--- src/rtl/tv_runner.sv ---
`timescale 1ns/1ps
`default_nettype none
// ============================================================================
// tv_runner : vector sequencer/checker; applies stored stimulus, counts misses.
// Optional macro TV_RUNNER_STOP_ON_FAIL_EN ends a run at the first mismatch.
// Revision 1.0
// ============================================================================
module tv_runner #(
  parameter int IN_W   = 4,
  parameter int OUT_W  = 1,
  parameter int DEPTH  = 16,
  parameter int SETTLE = 1,
  parameter int CNT_W  = 16
) (
  input  logic                     clk_i,
  input  logic                     reset_i,
  input  logic                     ld_en_i,
  input  logic [$clog2(DEPTH)-1:0] ld_addr_i,
  input  logic [IN_W+OUT_W-1:0]    ld_data_i,
  input  logic                     start_i,
  input  logic [$clog2(DEPTH):0]   num_vec_i,
  output logic [IN_W-1:0]          dut_in_o,
  input  logic [OUT_W-1:0]         dut_out_i,
  output logic                     busy_o,
  output logic                     done_o,
  output logic                     pass_o,
  output logic [CNT_W-1:0]         err_count_o,
  output logic [$clog2(DEPTH):0]   vec_idx_o,
  output logic [$clog2(DEPTH)-1:0] fail_idx_o
);

  localparam int AW = $clog2(DEPTH);
  localparam int VW = IN_W + OUT_W;
  localparam int SW = (SETTLE > 1) ? $clog2(SETTLE) : 1;
  localparam logic [AW:0] DEPTH_C = (AW+1)'(DEPTH);

  typedef enum logic [1:0] {
    S_IDLE   = 2'd0,
    S_SETTLE = 2'd1,
    S_CHECK  = 2'd2,
    S_DONE   = 2'd3
  } state_t;

  state_t            state_q, state_d;
  logic [SW-1:0]     cnt_q, cnt_d;
  logic [AW:0]       n_q, n_d;
  logic [OUT_W-1:0]  exp_q, exp_d;
  logic [IN_W-1:0]   dut_in_q, dut_in_d;
  logic [CNT_W-1:0]  err_q, err_d;
  logic [AW:0]       vidx_q, vidx_d;
  logic [AW-1:0]     fidx_q, fidx_d;
  logic [VW-1:0]     mem_q [DEPTH];

  logic              busy;
  logic              mismatch;
  logic [AW:0]       n_clamp;
  logic [AW:0]       next_idx;
  logic [VW-1:0]     vec_first;
  logic [VW-1:0]     vec_next;

  assign busy      = (state_q == S_SETTLE) || (state_q == S_CHECK);
  assign n_clamp   = (num_vec_i > DEPTH_C) ? DEPTH_C : num_vec_i;
  assign next_idx  = vidx_q + (AW+1)'(1);
  assign vec_first = mem_q[0];
  assign vec_next  = mem_q[next_idx[AW-1:0]];
  // Case-inequality so that X/Z on the DUT response counts as a failure.
  assign mismatch  = (dut_out_i !== exp_q);

  always_ff @(posedge clk_i) begin
    if (ld_en_i && !busy && ({1'b0, ld_addr_i} < DEPTH_C)) begin
      mem_q[ld_addr_i] <= ld_data_i;
    end
  end

  always_ff @(posedge clk_i) begin
    if (reset_i) begin
      state_q  <= S_IDLE;
      cnt_q    <= '0;
      n_q      <= '0;
      exp_q    <= '0;
      dut_in_q <= '0;
      err_q    <= '0;
      vidx_q   <= '0;
      fidx_q   <= '0;
    end else begin
      state_q  <= state_d;
      cnt_q    <= cnt_d;
      n_q      <= n_d;
      exp_q    <= exp_d;
      dut_in_q <= dut_in_d;
      err_q    <= err_d;
      vidx_q   <= vidx_d;
      fidx_q   <= fidx_d;
    end
  end

  always_comb begin
    state_d  = state_q;
    cnt_d    = cnt_q;
    n_d      = n_q;
    exp_d    = exp_q;
    dut_in_d = dut_in_q;
    err_d    = err_q;
    vidx_d   = vidx_q;
    fidx_d   = fidx_q;
    case (state_q)
      S_IDLE, S_DONE: begin
        if (start_i) begin
          n_d    = n_clamp;
          err_d  = '0;
          fidx_d = '0;
          vidx_d = '0;
          if (n_clamp == '0) begin
            state_d = S_DONE;
          end else begin
            dut_in_d = vec_first[VW-1 -: IN_W];
            exp_d    = vec_first[OUT_W-1:0];
            cnt_d    = SW'(SETTLE - 1);
            state_d  = S_SETTLE;
          end
        end
      end
      S_SETTLE: begin
        if (cnt_q == '0) begin
          state_d = S_CHECK;
        end else begin
          cnt_d = cnt_q - SW'(1);
        end
      end
      S_CHECK: begin
        if (mismatch) begin
          if (err_q != {CNT_W{1'b1}}) begin
            err_d = err_q + CNT_W'(1);
          end
          if (err_q == '0) begin
            fidx_d = vidx_q[AW-1:0];
          end
        end
`ifdef TV_RUNNER_STOP_ON_FAIL_EN
        if (mismatch) begin
          state_d = S_DONE;
        end else
`endif
        begin
          vidx_d = next_idx;
          if (next_idx < n_q) begin
            dut_in_d = vec_next[VW-1 -: IN_W];
            exp_d    = vec_next[OUT_W-1:0];
            cnt_d    = SW'(SETTLE - 1);
            state_d  = S_SETTLE;
          end else begin
            state_d = S_DONE;
          end
        end
      end
      default: state_d = S_IDLE;
    endcase
  end

  assign dut_in_o    = dut_in_q;
  assign busy_o      = busy;
  assign done_o      = (state_q == S_DONE);
  assign pass_o      = (state_q == S_DONE) && (err_q == '0);
  assign err_count_o = err_q;
  assign vec_idx_o   = vidx_q;
  assign fail_idx_o  = fidx_q;

endmodule
`default_nettype wire

--- config.mk ---
export PLATFORM = sky130hd
export DESIGN_NAME = tv_runner
export DESIGN_NICKNAME = d
export VERILOG_FILES = /design/src/rtl/tv_runner.sv
export SDC_FILE = /design/constraint.sdc
export NUM_CORES = 1
export LEC_CHECK = 0
export ABC_AREA = 0
export CAP_MARGIN = 15
export CORE_ASPECT_RATIO = 1.4
export CORE_MARGIN = 2
export CORE_UTILIZATION = 51
export DETAILED_ROUTE_END_ITERATION = 7
export PLACE_DENSITY = 0.75
export SLEW_MARGIN = 20
export SYNTH_ARGS = -nofsm -noshare
export SYNTH_HDL_FRONTEND = slang
export SYNTH_SLANG_ARGS = --single-unit
--- constraint.sdc ---
create_clock -name clk_i -period 2.75 [get_ports clk_i]
set_clock_uncertainty 0.2 [all_clocks]
set_input_delay 0.275 -clock clk_i [delete_from_list [all_inputs] [get_ports clk_i]]
set_output_delay 0.275 -clock clk_i [all_outputs]
set_load 0.02 [all_outputs]
==> results of run 1 <==
==> per-layer routing <==
metal | share of wire, % | track usage [%]
met1 | 38 | 23.5
met2 | 57 | 42.8
met3 | 3.9 | 6.48
met4 | 2.0 | 8.30
met5 | 0 | 0
==> how the worst max path moves through the flow <==
stage / start / endpoint / slack [ns] / cells past startpoint
after global placement: vec_idx_o[1] / dut_in_o[2] / 0.17 / 7
after CTS: vec_idx_o[1] / dut_in_o[3] / 0.06 / 7
after detailed placement: vec_idx_o[1] / dut_in_o[3] / 0.09 / 7
after floorplan: vec_idx_o[1] / exp_q / 0.02 / 7
after global routing: err_count_o[0] / pass_o / 0.01 / 6
final: err_count_o[0] / pass_o / 0.12 / 6
==> synth_stat cells, types with 2 or more instances <==
cell | instances | area [um^2]
a2111oi_0 | 3 | 26.3
a211oi_1 | 5 | 37.5
a21o_1 | 2 | 15.0
a21oi_1 | 15 | 75.1
a221o_1 | 5 | 50.1
a22oi_1 | 4 | 30.0
and2_1 | 5 | 31.3
buf_2 | 4 | 20.0
buf_6 | 3 | 33.8
clkbuf_1 | 6 | 22.5
dfxtp_1 | 37 | 741
edfxtp_1 | 80 | 2400
ha_1 | 11 | 138
inv_1 | 16 | 60.1
mux2_2 | 4 | 45.0
mux2i_1 | 25 | 250
mux4_1 | 2 | 52.6
mux4_2 | 15 | 338
nand2_1 | 14 | 52.6
nand2b_1 | 3 | 18.8
nand3_1 | 11 | 55.1
nand4_1 | 2 | 12.5
nand4b_1 | 2 | 17.5
nor2_1 | 43 | 161
nor3_1 | 11 | 55.1
nor3b_1 | 5 | 37.5
nor4_1 | 3 | 18.8
o21ai_0 | 6 | 30.0
or3_1 | 4 | 25.0
or4_1 | 2 | 15.0
xnor2_1 | 11 | 96.3
xor2_1 | 2 | 17.5
==> state kept, by name (all words and copies together), names as in the netlist <==
register and count:
n_q 5, state_q 2, err_count_o 16, dut_in_o 4
fail_idx_o 4, exp_q 1, vec_idx_o 5, mem_q 80
==> metrics by stage <==
step	total power [mW]	setup slack [ns]
after floorplan	2.79	0.0160
after global placement	3.15	0.170
after detailed placement	3.18	0.0862
after CTS	5.42	0.0583
after global routing	5.59	0.0110
final	5.39	0.117
==> cell families (layout without fill, tap and decap cells) <==
kind of cell	after synthesis	in the layout	synth area share [%]
AND/OR/NAND/NOR	114	114	11.1
multiplexers	47	47	13.5
adder cells (fa/ha/maj)	11	11	2.65
flip-flops	117	117	60.6
AO/OA/AOI/OAI	47	47	6.42
XOR/XNOR	15	15	2.82
buffers and inverters	31	116	2.85
==> tightest hold or removal path: stages (launching register included) <==
cell and delay [ns]:
dfxtp_1 0.31, nand2_1 0.05, a21oi_1 0.05
==> power by group <==
group          internal (mW)  switching [mW]
Combinational          0.494           0.629
Sequential              1.97          0.0652
Clock                   1.43           0.804
Total                   3.89            1.50
==> layout make-up <==
type | count | share of cell area [%]
Clock inverter | 14 | 2.71
Sequential cell | 117 | 48.0
Clock buffer | 18 | 6.56
Tap cell | 135 | 2.58
Multi-Input combinational cell | 234 | 29.5
Inverter | 16 | 0.918
Timing Repair Buffer | 68 | 9.71
==> timing repair <==
action	4_1_cts	5_1_grt
hold endpoints to repair	0	0
setup endpoints to repair	1	5
resized for setup	1	3
==> impl_metrics.toml, run 1 <==
[status]
outcome = "complete, no violations"

[power_and_ir_drop]
p_per_area_nw_per_um2 = 824
ir_drop_mv = 0.766
power_leakage_nw = 2.14

[critical_path]
r2r-end = "dut_in_o[3]"
r2r-start = "state_q[0]"
critPathKind = "reg2out"
cp-start-kind = "flip-flop"
cp_num_buf_inv = 2
r2r_cells = 7
max_stage_delay_ns = 0.61
crit_family = "buffers and inverters"
crit_required_ns = 2.28
crit_slowest_cell = "clkdlybuf4s50_1"
crit_chain = "inv_1 -> ha_1 -> nor4b_2 -> nand4_1 -> nor2_1 -> clkdlybuf4s50_1"
rrSetupSlack_ns = 0.21
cp_data_arrival_time_ns = 2.16
critPathCaptureType = "primary output"
crit_fanout = 6

[global_route]
antenna_found_initial = 0
grt_pass1_wl_mm = 18.1
grt_pass1_vias = 3464
grt_max_degree = 20
grt.total_usage_pct = 22.8
overflow = 0

[timing]
finalHoldViolCount = 0
layout_worst_path_cycle_share_pct = 95.8
period_needed_ns = 2.63
rsz0062_at_grt = "no"
slew_viol_final = 0
timing.setup.tns_ns = 0
finalSetupViolations = 0
hold-worst-slack_ns = 0.260
fmax_mhz = 380
relSlewSlack_pct = 39.4
tightest_slew_ns = 0.901

[clock_tree]
cts_setup_buffers = 0
cts_made_buffers = 17
htreeDepth = 4
clock-root-buffer = "clkbuf_16"
clk_path_buf_depth = 2
cts_tree = "built"
cts.sinks = 117
clk_pin_slew_ns = 0.06
clkLatencyLatePin_ns = 0.41
hold_buffers = 0

[worst_hold_path]
whs_endpoint = "n_q[4]"
min_path_type = "reg2reg"
worstHoldStart = "n_q[4]"
worstHoldPathCells = 2

[routing]
dr.first_iter.drc_count = 135
vias = 3380
dr.pass1.iters = 4
antenna_left = 0
avgRoutedWirePerCell_um = 18.8
drt_wl_total_mm = 11.3
drc = 0
avgViaCountPerCell = 5.61

[synthesis]
synth_flop_cell = "edfxtp_1"
ys_seq_elements = 117
synthArstFlopShare_pct = 0
syn_nets = 412
synth_enable_flop_cells = 80
synthesis.area_um2 = 5180
syn-instance-count = 382
yosys_warnings = 0
synth-seq-area-share_pct = 60.6
synth_area_per_cell_um2 = 13.6
synth_cell_types = 53

[finish]
antennaDiodeCount = 0
area_delta_synth_final_pct = 26.2
drive_above_1_share_pct = 17.8
layout_common_cells = "80 x edfxtp_1, 50 x clkdlybuf4s50_1, 43 x nor2_1"
regArea_um2 = 3140
final_common_cell = "edfxtp_1"
fin_cells = 602
nets = 484
design_area_um2 = 6550
nFillCells = 742
multi_input_area_um2 = 1930
fin_util_pct = 66.1

[floorplanning]
die_h_um = 123
rows = 43
ios = 51
dieArea_um2 = 11000
core_area_um2 = 9900
die_x_um = 89.2
initial_core_util_pct = 52.4

[flow_run]
maxCapViolations = 0

[place]
place_area_um2 = 5920
hpwlAfterDp_mm = 8.10
place.port_buffers = 50
place.gp.congestion = 0.928
placed_cells = 570
Power figures use the tool's default switching activity.
==> inputs of run 2 (changes only) <==
--- a/config.mk
+++ b/config.mk
@@ -9,10 +9,9 @@
 export CAP_MARGIN = 15
 export CORE_ASPECT_RATIO = 1.4
 export CORE_MARGIN = 2
-export CORE_UTILIZATION = 51
+export CORE_UTILIZATION = 61
 export DETAILED_ROUTE_END_ITERATION = 7
-export PLACE_DENSITY = 0.75
-export SLEW_MARGIN = 20
+export PLACE_DENSITY = 0.84
 export SYNTH_ARGS = -nofsm -noshare
 export SYNTH_HDL_FRONTEND = slang
 export SYNTH_SLANG_ARGS = --single-unit
==> constraint.sdc (replaced) <==
create_clock -name clk_i -period 3.04 [get_ports clk_i]
set_clock_uncertainty 0.2 [all_clocks]
set_input_delay 0.304 -clock clk_i [delete_from_list [all_inputs] [get_ports clk_i]]
set_output_delay 0.304 -clock clk_i [all_outputs]
set_load 0.02 [all_outputs]
==> run 2 against run 1 <==
Setup slack improved by 0.18 ns. Worst hold slack improved by 0.0083 ns. Critical path depth increased by 1. Core utilization increased by 12 points. Via count increased by 0.15%. Clock power decreased by 15%. Sequential power decreased by 9.9%. First-iteration DRC count increased by 61%. Non-clock buffer count decreased by 3. Register-to-register slack improved by 0.08 ns. Cell area decreased by 2.1%. Critical path type is now reg2reg.
==> impl_metrics.toml, run 2 (same netlist as run 1, synthesis figures left out) <==
[finish]
multi_input_area_um2 = 1890
regArea_um2 = 3140
design_area_um2 = 6400
nets = 481
drive_above_1_share_pct = 15.7
fin_cells = 566
final_common_cell = "edfxtp_1"
max_flop_register = "mem_q"
layout_common_cells = "80 x edfxtp_1, 50 x clkdlybuf4s50_1, 43 x nor2_1"
largest_register_ffs = 80
antennaDiodeCount = 0
nFillCells = 497
area_delta_synth_final_pct = 23.5

[worst_hold_path]
worstHoldPathCells = 2
min_path_type = "reg2reg"

[clock_tree]
cts_tree = "built"
clock-root-buffer = "clkbuf_16"
hold_buffers = 0
cts.sinks = 117
clk_path_buf_depth = 2
clk_pin_slew_ns = 0.05
clkLatencyLatePin_ns = 0.41
cts_made_buffers = 17
cts_setup_buffers = 0
htreeDepth = 4
cts.repair.resized = 0

[power_and_ir_drop]
power_leakage_nw = 2.11
p_int_mw = 3.39
p_per_area_nw_per_um2 = 736
switching_power_mw = 1.32
swShare_pct = 28.0
pwr-share-comb_pct = 20.9
ir_drop_mv = 0.557
seqPwrFrac_pct = 38.9
p_clk_share_pct = 40.2

[global_route]
grt.total_usage_pct = 26.5
grt_max_degree = 23
antenna_found_initial = 0
grt_pass1_wl_mm = 17.7
grt_pass1_vias = 3565
overflow = 0

[place]
placed_cells = 534
place_area_um2 = 5840
place.gp.congestion = 0.804
hpwlAfterDp_mm = 7.41
place.port_buffers = 50

[floorplanning]
die_x_um = 81.9
core_area_um2 = 8200
ios = 51
rows = 39
initial_core_util_pct = 63.2
dieArea_um2 = 9260
die_h_um = 113

[routing]
dr.first_iter.drc_count = 217
antenna_left = 0
avgViaCountPerCell = 5.98
dr.pass1.iters = 4
avgRoutedWirePerCell_um = 19.5
vias = 3385
drt_wl_total_mm = 11.0
drc = 0

[critical_path]
critPathKind = "reg2reg"
crit_chain = "inv_1 -> ha_1 -> mux2i_2 -> a21o_1 -> or4_4 -> or3_1 -> a21oi_1"
cp_data_arrival_time_ns = 2.88
crit_cells = 7
crit_family = "simple AND/OR/NAND/NOR gates"
r2r_cells = 7
cp_num_buf_inv = 1
cp-start-kind = "flip-flop"
crit_slowest_cell = "or4_4"
crit_fanout = 11
critPathCaptureType = "flip-flop"
max_stage_delay_ns = 0.58
crit_required_ns = 3.18

[timing]
hold-worst-slack_ns = 0.268
layout_worst_path_cycle_share_pct = 90.3
timing.setup.tns_ns = 0
finalHoldViolCount = 0
tightest_slew_ns = 0.811
slew_viol_final = 0
period_needed_ns = 2.75
rsz0062_at_grt = "no"
finalSetupViolations = 0
fmax_mhz = 364
relSlewSlack_pct = 45.4

[flow_run]
maxCapViolations = 0

[status]
outcome = "complete, no violations"
==> run 2: changes by cell type in the layout (fill, tap and decap cells not counted), sizes merged <==
cell / change
inv: -3
clkinvlp: -1
buf: -3
clkinv: +6
clkbuf: -1
bufinv: -1
==> run 2: layout make-up <==
type | instances | area share (%)
sequential | 117 | 49.1
multi-input combinational | 234 | 29.6
timing repair buffer | 65 | 9.57
clock buffer | 17 | 6.64
clock inverter | 15 | 2.19
tap | 102 | 1.99
inverter | 16 | 0.938
==> run 2: worst reg2reg max path: stages (launching register included) <==
cell and delay (ns):
dfxtp_1 0.39, inv_1 0.07, ha_1 0.44, mux2i_2 0.21, a21o_1 0.29, or4_4 0.58
or3_1 0.34, a21oi_1 0.16
==> run 2: path summary, 6_finish.rpt <==
path	from	endpoint	slack, ns
worst max-delay path	state_q[0]	err_count_o[15]	0.29
worst min-delay path	n_q[4]	n_q[4]	0.27
worst max register to register	state_q[0]	err_count_o[15]	0.29
worst min register to register	n_q[4]	n_q[4]	0.27
==> run 2: per-stage QoR <==
stage               power [mW]  setup WS (ns)  utilization (%)
global placement          2.80          0.444             71.2
finish                    4.71          0.294             78.1
CTS                       4.72          0.310             78.1
detailed placement        2.83          0.342             71.2
global route              4.90          0.153             78.1
floorplan                 2.52          0.265                -
==> run 2: power by group through the flow <==
stage,Combinational [mW],Sequential (mW),Clock [mW]
after floorplan,0.643,1.88,0
after global placement,0.942,1.86,0
after detailed placement,0.968,1.86,0
after CTS,0.981,1.83,1.91
after global routing,1.07,1.84,1.99
final,0.984,1.83,1.90
==> run 2: routing by layer <==
metal / GRT usage, % / routed length (um) / up-vias
met5: 0 / 0 / -
met2: 45.1 / 6070 / 123
li1: - / - / 1591
met3: 8.85 / 497 / 22
met1: 29.0 / 4180 / 1649
met4: 12.8 / 287 / 0
